===== src/rtl/traffic_light_controller_param.sv =====
// -----------------------------------------------------------------------------
// traffic_light_controller_param
// Two-road (highway / local road) signal controller. It has configurable phase
// durations, latched car and pedestrian requests, local-road gap-out, a
// pedestrian walk phase and a flashing night mode.
//
// Ports:
//   clk         clock
//   rst_n       synchronous, active-low reset
//   lr_has_car  local-road car sensor (level)
//   ped_req     pedestrian button (pulse or level)
//   flash       night/flash mode enable (level)
//   hw_light    highway light   {green, yellow, red}, 000 = off
//   lr_light    local-road light {green, yellow, red}, 000 = off
//   walk        pedestrian walk lamp
//   phase       current controller state (see state_t encoding)
//
// The lights and the walk lamp are registered. They are loaded from the decode
// of the next state, so they always match the state register and have no
// combinational path from the inputs.
// -----------------------------------------------------------------------------
module traffic_light_controller_param #(
    parameter int CNT_W        = 8,
    parameter int HW_GREEN_MIN = 70,
    parameter int YELLOW       = 25,
    parameter int ALL_RED      = 1,
    parameter int LR_GREEN_MIN = 10,
    parameter int LR_GREEN_MAX = 70,
    parameter int WALK_LEN     = 30,
    parameter int FLASH_HALF   = 50
) (
    input  logic       clk,
    input  logic       rst_n,
    input  logic       lr_has_car,
    input  logic       ped_req,
    input  logic       flash,
    output logic [2:0] hw_light,
    output logic [2:0] lr_light,
    output logic       walk,
    output logic [2:0] phase
);

    typedef enum logic [2:0] {
        ST_HW_G  = 3'd0,
        ST_HW_Y  = 3'd1,
        ST_AR1   = 3'd2,
        ST_WALK  = 3'd3,
        ST_LR_G  = 3'd4,
        ST_LR_Y  = 3'd5,
        ST_AR2   = 3'd6,
        ST_FLASH = 3'd7
    } state_t;

    localparam logic [2:0] LIGHT_GREEN  = 3'b100;
    localparam logic [2:0] LIGHT_YELLOW = 3'b010;
    localparam logic [2:0] LIGHT_RED    = 3'b001;
    localparam logic [2:0] LIGHT_OFF    = 3'b000;

    // Last count value of each timed phase: a phase of N cycles exits at cnt == N-1.
    localparam logic [CNT_W-1:0] HW_G_LAST  = CNT_W'(HW_GREEN_MIN - 1);
    localparam logic [CNT_W-1:0] YEL_LAST   = CNT_W'(YELLOW - 1);
    localparam logic [CNT_W-1:0] AR_LAST    = CNT_W'(ALL_RED - 1);
    localparam logic [CNT_W-1:0] LR_MIN_LST = CNT_W'(LR_GREEN_MIN - 1);
    localparam logic [CNT_W-1:0] LR_MAX_LST = CNT_W'(LR_GREEN_MAX - 1);
    localparam logic [CNT_W-1:0] WALK_LAST  = CNT_W'(WALK_LEN - 1);
    localparam logic [CNT_W-1:0] FLASH_LAST = CNT_W'(FLASH_HALF - 1);
    localparam logic [CNT_W-1:0] CNT_ZERO   = {CNT_W{1'b0}};
    localparam logic [CNT_W-1:0] CNT_ONE    = CNT_W'(1);
    localparam logic [CNT_W-1:0] CNT_MAX    = {CNT_W{1'b1}};

    state_t           state_r, state_s;
    logic [CNT_W-1:0] cnt_r, cnt_s;
    logic             car_pend_r, car_pend_s;
    logic             ped_pend_r, ped_pend_s;
    logic             blink_r, blink_s;
    logic [2:0]       hw_light_r, lr_light_r;
    logic             walk_r;
    logic             enter_flash_s;

    // Packs {hw_light, lr_light, walk} for a given state and blink phase.
    function automatic logic [6:0] light_decode(input state_t st, input logic bl);
        logic [6:0] res;
        case (st)
            ST_HW_G:  res = {LIGHT_GREEN,  LIGHT_RED,    1'b0};
            ST_HW_Y:  res = {LIGHT_YELLOW, LIGHT_RED,    1'b0};
            ST_WALK:  res = {LIGHT_RED,    LIGHT_RED,    1'b1};
            ST_LR_G:  res = {LIGHT_RED,    LIGHT_GREEN,  1'b0};
            ST_LR_Y:  res = {LIGHT_RED,    LIGHT_YELLOW, 1'b0};
            ST_FLASH: res = bl ? {LIGHT_YELLOW, LIGHT_RED, 1'b0}
                               : {LIGHT_OFF,    LIGHT_OFF, 1'b0};
            default:  res = {LIGHT_RED,    LIGHT_RED,    1'b0};
        endcase
        return res;
    endfunction

    // Next-state selection. Flash has priority over every other transition.
    always_comb begin
        state_s = state_r;
        if (flash && (state_r != ST_FLASH)) begin
            state_s = ST_FLASH;
        end else begin
            case (state_r)
                ST_HW_G: begin
                    if ((cnt_r >= HW_G_LAST) && (car_pend_r || ped_pend_r)) state_s = ST_HW_Y;
                    else state_s = state_r;
                end
                ST_HW_Y: begin
                    if (cnt_r == YEL_LAST) state_s = ST_AR1;
                    else state_s = state_r;
                end
                ST_AR1: begin
                    if (cnt_r == AR_LAST) state_s = ped_pend_r ? ST_WALK : ST_LR_G;
                    else state_s = state_r;
                end
                ST_WALK: begin
                    if (cnt_r == WALK_LAST) state_s = car_pend_r ? ST_LR_G : ST_HW_G;
                    else state_s = state_r;
                end
                ST_LR_G: begin
                    // Max timeout and gap-out may coincide; both lead to the same yellow.
                    if ((cnt_r == LR_MAX_LST) || ((cnt_r >= LR_MIN_LST) && !lr_has_car))
                        state_s = ST_LR_Y;
                    else
                        state_s = state_r;
                end
                ST_LR_Y: begin
                    if (cnt_r == YEL_LAST) state_s = ST_AR2;
                    else state_s = state_r;
                end
                ST_AR2: begin
                    if (cnt_r == AR_LAST) state_s = ST_HW_G;
                    else state_s = state_r;
                end
                ST_FLASH: begin
                    if (!flash) state_s = ST_AR2;
                    else state_s = state_r;
                end
                default: state_s = ST_HW_G;
            endcase
        end
    end

    // Phase counter, blink phase and request latches; a clear on phase entry beats a set.
    always_comb begin
        cnt_s         = cnt_r;
        blink_s       = blink_r;
        car_pend_s    = car_pend_r;
        ped_pend_s    = ped_pend_r;
        enter_flash_s = (state_s == ST_FLASH) && (state_r != ST_FLASH);

        if (state_s != state_r) begin
            cnt_s = CNT_ZERO;
        end else if ((state_r == ST_FLASH) && (cnt_r == FLASH_LAST)) begin
            cnt_s = CNT_ZERO;
        end else if (cnt_r != CNT_MAX) begin
            cnt_s = cnt_r + CNT_ONE;
        end else begin
            cnt_s = cnt_r;
        end

        if (enter_flash_s) begin
            blink_s = 1'b1;
        end else if ((state_r == ST_FLASH) && (state_s == ST_FLASH) && (cnt_r == FLASH_LAST)) begin
            blink_s = ~blink_r;
        end else begin
            blink_s = blink_r;
        end

        if (enter_flash_s) begin
            car_pend_s = 1'b0;
        end else if ((state_s == ST_LR_G) && (state_r != ST_LR_G)) begin
            car_pend_s = 1'b0;
        end else if (lr_has_car && !(state_r inside {ST_LR_G, ST_LR_Y, ST_FLASH})) begin
            car_pend_s = 1'b1;
        end else begin
            car_pend_s = car_pend_r;
        end

        if (enter_flash_s) begin
            ped_pend_s = 1'b0;
        end else if ((state_s == ST_WALK) && (state_r != ST_WALK)) begin
            ped_pend_s = 1'b0;
        end else if (ped_req && !(state_r inside {ST_WALK, ST_FLASH})) begin
            ped_pend_s = 1'b1;
        end else begin
            ped_pend_s = ped_pend_r;
        end
    end

    // State, counter, latches and registered light outputs.
    always_ff @(posedge clk) begin
        if (!rst_n) begin
            state_r    <= ST_HW_G;
            cnt_r      <= CNT_ZERO;
            car_pend_r <= 1'b0;
            ped_pend_r <= 1'b0;
            blink_r    <= 1'b1;
            hw_light_r <= LIGHT_GREEN;
            lr_light_r <= LIGHT_RED;
            walk_r     <= 1'b0;
        end else begin
            state_r    <= state_s;
            cnt_r      <= cnt_s;
            car_pend_r <= car_pend_s;
            ped_pend_r <= ped_pend_s;
            blink_r    <= blink_s;
            {hw_light_r, lr_light_r, walk_r} <= light_decode(state_s, blink_s);
        end
    end

    assign hw_light = hw_light_r;
    assign lr_light = lr_light_r;
    assign walk     = walk_r;
    assign phase    = state_r;

endmodule


===== config.mk =====
export PLATFORM = sky130hd
export DESIGN_NAME = traffic_light_controller_param
export DESIGN_NICKNAME = d
export VERILOG_FILES = /design/src/rtl/traffic_light_controller_param.sv
export SDC_FILE = /design/constraint.sdc
export NUM_CORES = 1
export LEC_CHECK = 0
export CORE_MARGIN = 8
export CORE_UTILIZATION = 47
export CTS_BUF_LIST = sky130_fd_sc_hd__clkbuf_16
export CTS_CLUSTER_DIAMETER = 50
export CTS_CLUSTER_SIZE = 30
export DETAILED_ROUTE_END_ITERATION = 10
export GPL_TIMING_DRIVEN = 0
export PLACE_DENSITY = 0.75
export SETUP_SLACK_MARGIN = 0.15
export SLEW_MARGIN = 20
export SYNTH_ARGS = -nofsm -noshare
export SYNTH_HDL_FRONTEND = slang
export SYNTH_SLANG_ARGS = --single-unit

===== constraint.sdc =====
create_clock -name clk -period 6.7 [get_ports clk]
set_input_delay 1.34 -clock clk [delete_from_list [all_inputs] [get_ports clk]]
set_output_delay 1.34 -clock clk [all_outputs]
set_load 0.01 [all_outputs]

==> metrics <==
status complete, no violations; busiest grt layer met2; share of cells above drive strength 1 7.98%; die width between 60 and 70 µm; sequential fraction of the synthesis area about a third; postcts setup bufs 0; DR WL/cell approximately 15 µm; DR vias roughly 1300; mapped cell area between 0.001 and 0.0015 mm²; Post-Place Setup Slack 3330 ps; MaxCap Viol Count 0; fin worst setup slack roughly 3600 ps; clock buffer depth 2; Worst EP arrival 3310 ps; Hold Crit Depth 2; synthesized flop and latch total 21; number of synthesized flops with an enable pin 0; count of different cell masters after synthesis 53; CTS tree yes; R2R depth 8; Port Buffers 13; Ports 15; Max rail drop VDD 164 µV; # H-tree levels 1; routability cong. between 0.8 and 0.9; Final Total Pwr between 0.0003 and 0.0004 W; post-route ant nets 0; largest net degree at the start of global routing 13; Syn-to-layout area delta 18.6%; Crit. End Element flop; row cnt 19; M1 GR Usage roughly 18%; core area between 0.002 and 0.003 mm²; area share of the largest cell type after synthesis between 30% and 40%; WS Path Type in2reg; main area contributors after synthesis dfxtp_1 31%, nor3_1 4.9%, ha_1 3.7%; drt pass-1 iters 4; final setup vio count 0; Fmax between 300 and 400 MHz; dpl hpwl between 2 and 2.5 mm; Final Cycle Share between 40% and 50%; vias per cell a little over 6; gr ovfl total 0; GRT Total Usage roughly 13%; clock root buffer master clkbuf_16; vias in the first global route 1200; CP max FO 10; commonest cells in the netlist 21 x dfxtp_1, 13 x nor3_1, 11 x inv_1; Clock Latency Late Sink approximately 250 ps; Worst R2R Start cnt_r[7]; met2 usage 21.5%; initial antenna violation count 0; Hold Startpoint blink_r; DRT Wirelength about 3.3 mm; Syn Nets 180; Hold Path Class reg2reg; Post-synth ARST share 0%; # hold bufs at CTS 0; CTS resizes 0; first-pass GRT wire length approximately 5.7 mm; drt drc 0; final critical-path required period 3130 ps; Warnings, synthesis 0; final hold vios 0; PwrDens around 200 mW/mm²; die height about 69 µm; Rel. slew slack between 40% and 50%; clock slew seen by the registers of the worst setup and hold paths around 60 ps; Synth Flop Type dfxtp_1; worst path required time 6880 ps; initial core utilization about half; Setup TNS 0 ps; post-synthesis cell count 171; Die Area around 0.0048 mm²; Leak 0.579 nW; Worst setup startpoint flash; Yosys top cell by area dfxtp_1; Max Slew Vio Count 0; Final #Nets 198; Antenna diodes 0; startpoint type of the worst setup path input port; Num CTS Buffers 3; RSZ-0062 raised after global routing false; met3 Usage GRT under 10%; mean area per synthesized cell slightly below 8 µm²; most common cell in the netlist dfxtp_1; drt first-iter violations roughly 120; Worst-Margin Slew 733 ps; CTS sink count 21; Worst Skew around 4.2 ps
## final cells by class
class	count	area [µm²]
Fill cell	238	1150
Multi-Input combinational cell	125	812
Sequential cell	21	420
Timing Repair Buffer	13	130
Clock buffer	3	75.1
Buffer	14	63.8
Inverter	11	41.3
Tap cell	31	38.8
Clock inverter	1	5.00
## cell families (layout without fill, tap and decap cells)
kind of cell	count (synthesis)	in the layout	share of synthesized area, %
flip-flops	21	21	31.4
AO/OA/AOI/OAI	40	40	21.4
multiplexers	2	2	1.50
adder cells (fa/ha/maj)	4	4	3.74
AND/OR/NAND/NOR	77	77	32.7
XOR/XNOR	2	2	1.31
buffers and inverters	25	42	7.86
## per-stage QoR
stage / hold slack, ps / area, µm² / util, % / std cells
finish: 579 / 1590 / 58.0 / 219
global route: 617 / 1590 / 58.0 / 219
CTS: 581 / 1590 / 58.0 / 219
detailed placement: 567 / 1510 / 55.1 / 215
global placement: 560 / 1510 / 55.1 / 215
floorplan: 534 / 1340 / - / 171
## power by group
part / switching (W) / internal, W / total (W)
Sequential: 0.00000512 / 0.000130 / 0.000136
Clock: 0.0000456 / 0.0000801 / 0.000126
Combinational: 0.0000353 / 0.0000249 / 0.0000601
Total: 0.0000860 / 0.000235 / 0.000321
## metal layers
layer  part of all wire, %  wire, µm  up-vias
li1                      -         -      665
met1                    48      1610      632
met2                    45      1510       46
met3                   6.1       202        4
met4                  0.45        15        0
met5                     0         0        -
## path summary, 6_finish.rpt
| kind | to | slack [ps] |
|---|---|---|
| worst max-delay path | hw_light[1] | 3570 |
| worst min-delay path | blink_r | 580 |
| worst max register to register | cnt_r[2] | 4060 |
| worst min register to register | blink_r | 580 |
## placed cells by master (no fill, tap or decap), types with 3 or more instances in the layout
cell type,synthesis,layout
dfxtp_1,21,21
nor3_1,13,13
clkdlybuf4s50_1,0,13
inv_1,11,11
clkbuf_1,10,10
nor2_1,10,10
nand2_1,10,10
o21ai_0,7,7
nor4_1,7,7
a21oi_1,7,7
nand3_1,7,7
nand4_1,4,4
ha_1,4,4
nand3b_1,3,3
a211oi_1,3,3
nand2b_1,3,3
and3_1,3,3
o211ai_1,3,3
clkbuf_16,0,3
## worst max-delay path, cell delays in order
cell	delay [ps]
clkdlybuf4s50_1	410
clkbuf_1	230
a211oi_1	260
nand4_1	210
or2_2	400
or3_1	320
a21oi_1	140
## sequential cells by signal, indices dropped and copies added (netlist names)
| register | flops |
|---|---|
| blink_r | 1 |
| cnt_r | 8 |
| car_pend_r | 1 |
| walk | 1 |
| lr_light | 3 |
| phase | 3 |
| hw_light | 3 |
| ped_pend_r | 1 |
Note: power is estimated with default switching activity, not from simulation.
